## src/rtl/sram_bridge_pkg.sv

```systemverilog
// sram_bridge_pkg: shared region decode, address map and RAM pin encoding for the SRAM bridge.
package sram_bridge_pkg;

    typedef enum logic [2:0] {R_BASE, R_EXT, R_UDATA, R_USTAT, R_NONE} region_t;

    typedef struct packed {
        logic       ce_n;
        logic       oe_n;
        logic       we_n;
        logic       oe;
        logic [3:0] be_n;
    } ram_ctl_t;

    localparam logic [31:0] BASE_LO      = 32'h0000_0000;
    localparam logic [31:0] EXT_LO       = 32'h0040_0000;
    localparam logic [31:0] RAM_BYTES    = 32'h0040_0000;
    localparam logic [31:0] UART_DATA_PA = 32'h1FD0_03F8;
    localparam logic [31:0] UART_STAT_PA = 32'h1FD0_03FC;
    localparam logic [31:0] KSEG_MASK    = 32'h1FFF_FFFF;

    // Subtract-then-compare keeps the range check free of an always-true lower bound.
    function automatic region_t decode(input logic [31:0] pa);
        return (pa - BASE_LO < RAM_BYTES) ? R_BASE :
               (pa - EXT_LO < RAM_BYTES)  ? R_EXT  :
               (pa == UART_DATA_PA)       ? R_UDATA :
               (pa == UART_STAT_PA)       ? R_USTAT : R_NONE;
    endfunction

    function automatic ram_ctl_t ram_ctl(input logic act, input logic we, input logic [3:0] be);
        return '{ce_n: !act, oe_n: !(act && !we), we_n: !(act && we), oe: act && we,
                 be_n: !act ? 4'hF : we ? ~be : 4'h0};
    endfunction

endpackage

```

## src/rtl/sram_bridge_uart_buf.sv

```systemverilog
// uart_buf: one-entry TX and RX holding buffers with ready/valid handshakes toward the UART.
module uart_buf (
    input  logic       clk,
    input  logic       rst_n,
    input  logic       tx_wr,
    input  logic [7:0] tx_wdata,
    input  logic       tx_ready,
    input  logic       rx_rd,
    input  logic       rx_valid,
    input  logic [7:0] rx_data,
    output logic       tx_valid,
    output logic [7:0] tx_data,
    output logic       tx_stall,
    output logic       tx_empty,
    output logic       rx_ack,
    output logic       rx_full,
    output logic [7:0] rx_byte
);

    logic tx_accept, capture;

    // A drain in the same cycle frees the slot, so the write goes in without stalling.
    assign tx_accept = tx_wr & (~tx_valid | tx_ready);
    assign tx_stall  = tx_wr & tx_valid & ~tx_ready;
    assign tx_empty  = ~tx_valid;
    assign capture   = rx_valid & ~rx_full;

    always_ff @(posedge clk or negedge rst_n) begin
        if (!rst_n) begin
            tx_valid <= 1'b0;
            tx_data  <= '0;
            rx_full  <= 1'b0;
            rx_byte  <= '0;
            rx_ack   <= 1'b0;
        end else begin
            tx_valid <= tx_accept | (tx_valid & ~tx_ready);
            if (tx_accept) tx_data <= tx_wdata;
            rx_full  <= capture | (rx_full & ~rx_rd);
            if (capture) rx_byte <= rx_data;
            rx_ack   <= capture;
        end
    end

endmodule

```

## src/rtl/sram_bridge.sv

```systemverilog
// sram_bridge: maps the core's fetch and data SRAM ports onto base RAM, ext RAM and UART,
// with kseg translation, base-RAM conflict stalls and one-cycle read return.
module sram_bridge
    import sram_bridge_pkg::*;
(
    input  logic        CLK,
    input  logic        RST,
    input  logic        SRAM_INST_CE,
    input  logic        SRAM_INST_WE,
    input  logic [3:0]  SRAM_INST_BE,
    input  logic [31:0] SRAM_INST_VADDR,
    input  logic [31:0] SRAM_INST_WDATA,
    input  logic        SRAM_DATA_CE,
    input  logic        SRAM_DATA_WE,
    input  logic [3:0]  SRAM_DATA_BE,
    input  logic [31:0] SRAM_DATA_VADDR,
    input  logic [31:0] SRAM_DATA_WDATA,
    output logic [31:0] INST,
    output logic [31:0] DATA,
    output logic        STALL_STR,
    output logic [19:0] BASE_RAM_ADDR,
    output logic [31:0] BASE_RAM_WDATA,
    input  logic [31:0] BASE_RAM_RDATA,
    output logic        BASE_RAM_OE,
    output logic        BASE_RAM_CE_N,
    output logic        BASE_RAM_OE_N,
    output logic        BASE_RAM_WE_N,
    output logic [3:0]  BASE_RAM_BE_N,
    output logic [19:0] EXT_RAM_ADDR,
    output logic [31:0] EXT_RAM_WDATA,
    input  logic [31:0] EXT_RAM_RDATA,
    output logic        EXT_RAM_OE,
    output logic        EXT_RAM_CE_N,
    output logic        EXT_RAM_OE_N,
    output logic        EXT_RAM_WE_N,
    output logic [3:0]  EXT_RAM_BE_N,
    output logic        UART_TX_VALID,
    output logic [7:0]  UART_TX_DATA,
    input  logic        UART_TX_READY,
    input  logic        UART_RX_VALID,
    input  logic [7:0]  UART_RX_DATA,
    output logic        UART_RX_ACK
);

    logic [31:0] i_pa, d_pa, uart_q;
    logic        i_ce, d_ce, conflict, i_fetch, d_rd, tx_wr, rx_rd, tx_stall, tx_empty, rx_full;
    logic [7:0]  rx_byte;
    region_t     i_reg, d_reg, inst_src, data_src;

    // Requests are masked while in reset so every pin and the stall drop immediately.
    assign i_ce  = SRAM_INST_CE & RST;
    assign d_ce  = SRAM_DATA_CE & RST;
    assign i_pa  = SRAM_INST_VADDR & KSEG_MASK;
    assign d_pa  = SRAM_DATA_VADDR & KSEG_MASK;
    assign i_reg = decode(i_pa);
    assign d_reg = decode(d_pa);

    assign conflict = d_ce && d_reg == R_BASE;
    assign i_fetch  = i_ce && i_reg == R_BASE && !conflict;
    assign d_rd     = d_ce && !SRAM_DATA_WE;
    assign tx_wr    = d_ce && SRAM_DATA_WE && d_reg == R_UDATA;
    assign rx_rd    = d_rd && d_reg == R_UDATA;
    assign STALL_STR = conflict | tx_stall;

    assign {BASE_RAM_CE_N, BASE_RAM_OE_N, BASE_RAM_WE_N, BASE_RAM_OE, BASE_RAM_BE_N} =
        ram_ctl(conflict | i_fetch, conflict ? SRAM_DATA_WE : SRAM_INST_WE,
                conflict ? SRAM_DATA_BE : SRAM_INST_BE);
    assign BASE_RAM_ADDR  = conflict ? d_pa[21:2] : i_pa[21:2];
    assign BASE_RAM_WDATA = conflict ? SRAM_DATA_WDATA : SRAM_INST_WDATA;

    assign {EXT_RAM_CE_N, EXT_RAM_OE_N, EXT_RAM_WE_N, EXT_RAM_OE, EXT_RAM_BE_N} =
        ram_ctl(d_ce && d_reg == R_EXT, SRAM_DATA_WE, SRAM_DATA_BE);
    assign EXT_RAM_ADDR  = d_pa[21:2];
    assign EXT_RAM_WDATA = SRAM_DATA_WDATA;

    uart_buf u_uart (
        .clk      (CLK),
        .rst_n    (RST),
        .tx_wr    (tx_wr),
        .tx_wdata (SRAM_DATA_WDATA[7:0]),
        .tx_ready (UART_TX_READY),
        .rx_rd    (rx_rd),
        .rx_valid (UART_RX_VALID),
        .rx_data  (UART_RX_DATA),
        .tx_valid (UART_TX_VALID),
        .tx_data  (UART_TX_DATA),
        .tx_stall (tx_stall),
        .tx_empty (tx_empty),
        .rx_ack   (UART_RX_ACK),
        .rx_full  (rx_full),
        .rx_byte  (rx_byte)
    );

    always_ff @(posedge CLK or negedge RST) begin
        if (!RST) begin
            inst_src <= R_NONE;
            data_src <= R_NONE;
            uart_q   <= '0;
        end else begin
            inst_src <= (i_fetch && !SRAM_INST_WE) ? R_BASE : R_NONE;
            data_src <= d_rd ? d_reg : R_NONE;
            uart_q   <= d_reg == R_USTAT ? {30'h0, rx_full, tx_empty}
                                         : {24'h0, rx_full ? rx_byte : 8'h0};
        end
    end

    assign INST = inst_src == R_BASE ? BASE_RAM_RDATA : '0;
    assign DATA = data_src == R_BASE ? BASE_RAM_RDATA :
                  data_src == R_EXT  ? EXT_RAM_RDATA  :
                  (data_src == R_UDATA || data_src == R_USTAT) ? uart_q : '0;

endmodule

```

## config.mk

```make
export PLATFORM = sky130hd
export DESIGN_NAME = sram_bridge
export DESIGN_NICKNAME = d
export VERILOG_FILES = /design/src/rtl/sram_bridge_pkg.sv /design/src/rtl/sram_bridge_uart_buf.sv /design/src/rtl/sram_bridge.sv
export SDC_FILE = /design/constraint.sdc
export NUM_CORES = 1
export LEC_CHECK = 0
export CAP_MARGIN = 5
export CORE_AREA = 2 2 159 161
export DETAILED_ROUTE_END_ITERATION = 8
export DIE_AREA = 0 0 161 163
export PLACE_DENSITY = 0.45
export SETUP_SLACK_MARGIN = 0.4
export SLEW_MARGIN = 15
export SYNTH_ARGS = -nofsm -noshare
export SYNTH_HDL_FRONTEND = slang
export SYNTH_SLANG_ARGS = --single-unit
```

## constraint.sdc

```tcl
create_clock -name CLK -period 7.2 [get_ports CLK]
set_clock_uncertainty 0.1 [all_clocks]
set_input_delay 1.8 -clock CLK [delete_from_list [all_inputs] [get_ports CLK]]
set_output_delay 1.8 -clock CLK [all_outputs]
set_load 0.01 [all_outputs]
```

==> flow_summary.toml, run 1 <==
[sta]
max-slew-margin-rel_pct = 47.6
worstMarginPinSlew_ns = 0.784
fmax_mhz = 159
min_period_ns = 6.29
final-setup-viol-count = 0
rsz0062_at_grt = "no"
finalHoldViolations = 0
fin_crit_sh_pct = 87.4
hold_slack_ns = 0.373
tns_ns = 0
finalMaxSlewViolations = 0

[synthesis]
synth-edff-count = 0
synth_top_family_by_area = "simple AND/OR/NAND/NOR gates"
synthMuxAreaShare_pct = 8.25
synth_cell_types = 41
synth_adder_area_share_pct = 0
synth_most_common_cell = "nand2_1"
synth_cells = 452
netlist.area_leader.share_pct = 23.1
synth_top_area_cell = "dfrtp_1"
synthXorXnorAreaFrac_pct = 0
synth_nets = 668
syn_avg_cell_area_um2 = 6.95
syn_area_um2 = 3140
ys_seq_elements = 31
yosys.area_share.simple_pct = 39.3
async_flop_share_pct = 100
yosys-top-cells-count = "nand2_1 (167), buf_4 (52), nor2b_1 (33), dfrtp_1 (29)"
synthFlopType = "dfrtp_1"
synth_compound_area_share_pct = 11.0
yosys_warnings = 0
seq_area_frac_synth_pct = 24.8
yosys-top-cells-area = "dfrtp_1 (23%), nand2_1 (20%), buf_4 (12%), a22o_1 (6.7%), nor2b_1 (6.6%)"

[placed_design]
gp_congestion = 0.750
placed_cell_area_um2 = 7160
io_buffers = 402
hpwlAfterDp_um = 14700

[routing]
drt_wl_total_um = 17400
drt_first_pass_iters = 4
drc_errors = 0
wl_per_cell_um = 15.5
avgViaCountPerCell = 3.80
ant_nets = 0
via_count = 4267
drt_iter0_markers = 143

[power]
switchingPower_w = 0.000155
ir_worst_vdd_v = 0.0000678
power.total_w = 0.000681
internal_power_w = 0.000525
p_per_area_nw_per_um2 = 92.8
sequentialPowerShare_pct = 27.7
clkPwrFrac_pct = 35.5
power.leakage_nw = 2.92
comb_power_share_pct = 36.7
switching_share_pct = 22.8

[setup_path]
critPathRequiredTime_ns = 5.30
r2r_cells = 2
r2r_start = "u_uart.rx_full"
slowest_stage = "clkdlybuf4s50_1"
crit_type = "input pin to output pin"
r2r_end = "u_uart.rx_byte[4]"
rrSetupSlack_ns = 5.53
arrival_ns = 4.39
critPathMaxStageDelay_ns = 0.60
cp-start-kind = "input pin"
crit_path_end_kind = "output pin"
path_cells = "clkdlybuf4s50_1 > nor4_1 > buf_4 > and4bb_2 > buf_4 > nor2_4 > a22oi_1 > clkdlybuf4s50_1"
cp_max_fo = 15

[cts]
post_cts_resized = 0
ctsHoldBuffers = 0
cts_buffers = 5
cts_tree = "built"
htreeDepth = 2
clock-sinks = 31
clock_path_buffers = 2
insertion_delay_ns = 0.27
clk_pin_slew_ns = 0.05
post_cts_buffers = 0
cts_root_buffer = "clkbuf_16"

[die]
die_h_um = 163
rows = 58
ios = 411
fp.dieW_um = 161
start_util_pct = 12.7
core_um2 = 24700
die_area_um2 = 26200

[job]
max_cap_viol_count = 0

[global_route]
grt-ovfl-total = 0
grt_pass1_vias = 4354
antenna_found_initial = 0
grtUsageTotal_pct = 12.3
grt_max_degree = 40
grt_pass1_wl_um = 25200

[hold_path]
hold_path_class = "flip-flop to flip-flop"
hold_depth = 1
min_to = "uart_q[2]"
worstHoldStart = "u_uart.rx_byte[2]"

[cells_and_area]
final_nets = 1008
n_antenna_cell = 0
final_util_pct = 29.7
syn2layout_area_growth_pct = 134
drive_above_1_share_pct = 5.93
fin_area_um2 = 7340

[outcome]
outcome = "completed"
-- per-layer routing --
metal / GRT usage [%] / share of wire [%]
met1: 12.4 / 35
met3: 3.06 / 8.7
met4: 0.893 / 0.18
met5: 0 / 0
met2: 26.1 / 56
-- how the worst max path moves through the flow --
stage                         from       endpoint  slack [ns]  cells past startpoint
3_5_place_dp   SRAM_DATA_VADDR[12]      STALL_STR        0.83                      6
3_3_place_gp   SRAM_DATA_VADDR[11]      STALL_STR        0.82                      6
4_1_cts        SRAM_DATA_VADDR[12]      STALL_STR        0.82                      6
6_report       SRAM_DATA_VADDR[27]  BASE_RAM_WE_N        0.91                      8
5_1_grt        SRAM_DATA_VADDR[27]  BASE_RAM_WE_N        0.73                      8
2_1_floorplan  SRAM_INST_VADDR[28]    BASE_RAM_OE        2.13                      5
-- worst max-delay path, delay by kind of cell --
family / cells / cell delay, ns
compound gates: 1 / 0.16
simple gates: 3 / 0.85
buf+inv: 4 / 1.57
-- cells by family after synthesis --
kind of cell | after synthesis
muxes | 24
DFF | 31
buffers and inverters | 83
AOI/OAI and AO/OA | 47
and+or+nand+nor | 267
-- metrics by stage --
stage,worst slack (ns),std cells
2_1_floorplan,2.13,452
3_3_place_gp,0.825,1115
3_5_place_dp,0.833,1115
4_1_cts,0.816,1123
5_1_grt,0.725,1123
6_report,0.906,1123
-- cell type report --
type | count | area [µm²]
Sequential cell | 31 | 778
Tap cell | 330 | 413
Inverter | 4 | 15.0
Multi-Input combinational cell | 338 | 1850
Clock inverter | 2 | 35.0
Fill cell | 2667 | 17300
Timing Repair Buffer | 412 | 4110
Clock buffer | 6 | 139
-- sequential cells by signal, indices dropped and copies added (netlist names) --
name             flops
u_uart.rx_full       1
u_uart.tx_data       8
u_uart.rx_ack        1
u_uart.tx_valid      1
data_src             3
inst_src             1
u_uart.rx_byte       8
uart_q               8
-- cells in the final DEF, fill, tap and decap left out, drive strengths merged --
cell type        n
a21o             1
a21oi           15
a22o            25
a22oi            1
a31oi            1
and2             8
and3             1
and4bb           1
buf             11
bufinv           1
clkbuf           6
clkdlybuf4s50  401
clkinv           1
dfrtp           29
dfstp            2
inv              4
mux2            15
mux2i            9
nand2          167
nand2b           6
nand3            2
nand3b           1
nand4            2
nand4b           4
nand4bb          1
nor2            25
nor2b           33
nor3             5
nor3b            2
nor4             4
nor4bb           1
o21ai            2
o31ai            1
o32a             1
or2              2
or4              2
-- power groups by stage --
stage	registers [W]	logic [W]	clock network [W]
finish	0.000189	0.000250	0.000242
global route	0.000190	0.000267	0.000255
detailed placement	0.000192	0.000252	0
CTS	0.000189	0.000254	0.000247
floorplan	0.000190	0.0000724	0
global placement	0.000192	0.000252	0
(Power assumes the default switching activity.)
==> run 2: changes to the inputs <==
--- a/config.mk
+++ b/config.mk
@@ -11,7 +11,6 @@
 export DIE_AREA = 0 0 161 163
 export PLACE_DENSITY = 0.45
 export SETUP_SLACK_MARGIN = 0.4
-export SLEW_MARGIN = 15
 export SYNTH_ARGS = -nofsm -noshare
 export SYNTH_HDL_FRONTEND = slang
 export SYNTH_SLANG_ARGS = --single-unit
==> results of run 2 <==
The final DEF is identical to that of run 1; final timing and power are the same.
==> run 3: changes to the inputs <==
--- a/config.mk
+++ b/config.mk
@@ -9,7 +9,6 @@
 export CORE_AREA = 2 2 159 161
 export DETAILED_ROUTE_END_ITERATION = 8
 export DIE_AREA = 0 0 161 163
-export PLACE_DENSITY = 0.45
 export SETUP_SLACK_MARGIN = 0.4
 export SYNTH_ARGS = -nofsm -noshare
 export SYNTH_HDL_FRONTEND = slang
==> run 3 against run 2 <==
  * Cell area about the same
  * Final cell count shrank 0.18%
  * Fmax grew 0.81%
  * Non-clock buffer count decreased by 2
  * Worst setup slack better by 0.051 ns
  * Highest routed layer unchanged
==> flow_summary.toml, run 3 (synthesized netlist as in run 1, its figures left out) <==
[outcome]
outcome = "completed"

[setup_path]
critPathMaxStageDelay_ns = 0.64
cp.buffers_inverters = 2
path_cells = "clkdlybuf4s50_1 > nand4b_1 > nor4_2 > nand2_1 > o31ai_1 > clkdlybuf4s50_1"
rrSetupSlack_ns = 5.55
r2r_end = "u_uart.rx_byte[4]"
slowest_stage = "clkdlybuf4s50_1"
crit_type = "input pin to output pin"
crit_top_cell = "clkdlybuf4s50_1"
r2r_cells = 2
cp_max_fo = 5
r2r_start = "u_uart.rx_full"
crit_path_end_kind = "output pin"
critPathRequiredTime_ns = 5.30
cp-start-kind = "input pin"
arrival_ns = 4.34
cp.depth = 6
cp_top_family = "buffers and inverters"

[power]
power.leakage_nw = 2.92
p_per_area_nw_per_um2 = 93.6
ir_worst_vdd_v = 0.000122

[routing]
met1_length_um = 6070
drc_errors = 0
met3_wirelength_um = 1460
wl_per_cell_um = 14.8
ant_nets = 0
drt_iter0_markers = 168
avgViaCountPerCell = 3.84
routed.top_layer = "met4"
drt_wl_total_um = 16600
via_count = 4304
route.met2.wl_um = 8950
drt_first_pass_iters = 4

[sta]
max-slew-margin-rel_pct = 49.1
fin_crit_sh_pct = 86.7
finalMaxSlewViolations = 0
finalHoldViolations = 0
min_period_ns = 6.24
worstMarginPinSlew_ns = 0.762
final-setup-viol-count = 0
fmax_mhz = 160
rsz0062_at_grt = "no"
tns_ns = 0

[cts]
clock_path_buffers = 2
post_cts_resized = 0
cts_tree = "built"
htreeDepth = 2
clk_pin_slew_ns = 0.05
cts_root_buffer = "clkbuf_16"
insertion_delay_ns = 0.28
clock-sinks = 31
cts_buffers = 5
ctsHoldBuffers = 0
post_cts_buffers = 0

[cells_and_area]
drive_above_1_share_pct = 5.69
n_antenna_cell = 0
syn2layout_area_growth_pct = 134
fin_area_um2 = 7340
reg_top3 = "u_uart.rx_byte x8, u_uart.tx_data x8, uart_q x8"
mostFrequentLayoutCells = "clkdlybuf4s50_1 (401), nand2_1 (167), nor2b_1 (33)"
layout_commonest_cell = "clkdlybuf4s50_1"
final_nets = 1006

[die]
fp.dieW_um = 161
start_util_pct = 12.7
die_h_um = 163
ios = 411
rows = 58
core_um2 = 24700
die_area_um2 = 26200

[global_route]
grt_max_degree = 64
grt_pass1_wl_um = 24400
antenna_found_initial = 0
grt-ovfl-total = 0
grtUsageTotal_pct = 11.8
grt_pass1_vias = 4246

[hold_path]
hold_depth = 1
hold_path_class = "flip-flop to flip-flop"
min_to = "uart_q[3]"
worstHoldStart = "u_uart.rx_byte[3]"

[placed_design]
placed_cell_area_um2 = 7160
hpwlAfterDp_um = 13900
gp_congestion = 0.759
io_buffers = 402

[job]
max_cap_viol_count = 0
run 3: cell types whose count changed in the layout (fill, tap and decap cells not counted):
cell	before	now
buf_12	1	2
buf_4	9	6
run 3: power breakdown:
part           internal [W]  switching, W  leakage [nW]  total [W]
Clock              0.000172     0.0000767        0.0868   0.000248
Sequential         0.000185    0.00000399         0.395   0.000189
Combinational      0.000169     0.0000804          2.43   0.000249
Total              0.000526      0.000161          2.92   0.000687
run 3: layer usage:
metal  vias to the layer above  GRT usage [%]
met3                         6           2.88
li1                       2109              -
met2                       248           24.0
met5                         -              0
met1                      1941           12.5
met4                         0           1.38
run 3: metrics by stage:
step           total power [W]  cells  setup WS, ns  hold WS, ns  util [%]
4_1_cts               0.000693   1121         0.819        0.383      29.7
2_1_floorplan         0.000263    452          2.13        0.349         -
5_1_grt               0.000720   1121         0.745        0.408      29.7
3_5_place_dp          0.000443   1113         0.817        0.372      29.0
6_report              0.000687   1121         0.957        0.378      29.7
3_3_place_gp          0.000442   1113         0.840        0.363      29.0
run 3: worst max-delay path by stage:
stage / startpoint / endpoint / slack (ns)
after global routing: SRAM_DATA_VADDR[15] / STALL_STR / 0.74
after global placement: SRAM_DATA_VADDR[15] / STALL_STR / 0.84
after CTS: SRAM_DATA_VADDR[15] / STALL_STR / 0.82
final: SRAM_DATA_VADDR[15] / STALL_STR / 0.96
after detailed placement: SRAM_DATA_VADDR[15] / STALL_STR / 0.82
after floorplan: SRAM_INST_VADDR[28] / BASE_RAM_OE / 2.13
run 3: cell type report:
| cell class | instances | area (µm²) |
|---|---|---|
| Fill cell | 2635 | 17300 |
| Timing Repair Buffer | 410 | 4100 |
| Multi-Input combinational cell | 338 | 1850 |
| Sequential cell | 31 | 778 |
| Tap cell | 330 | 413 |
| Clock buffer | 6 | 139 |
| Clock inverter | 2 | 35.0 |
| Inverter | 4 | 15.0 |
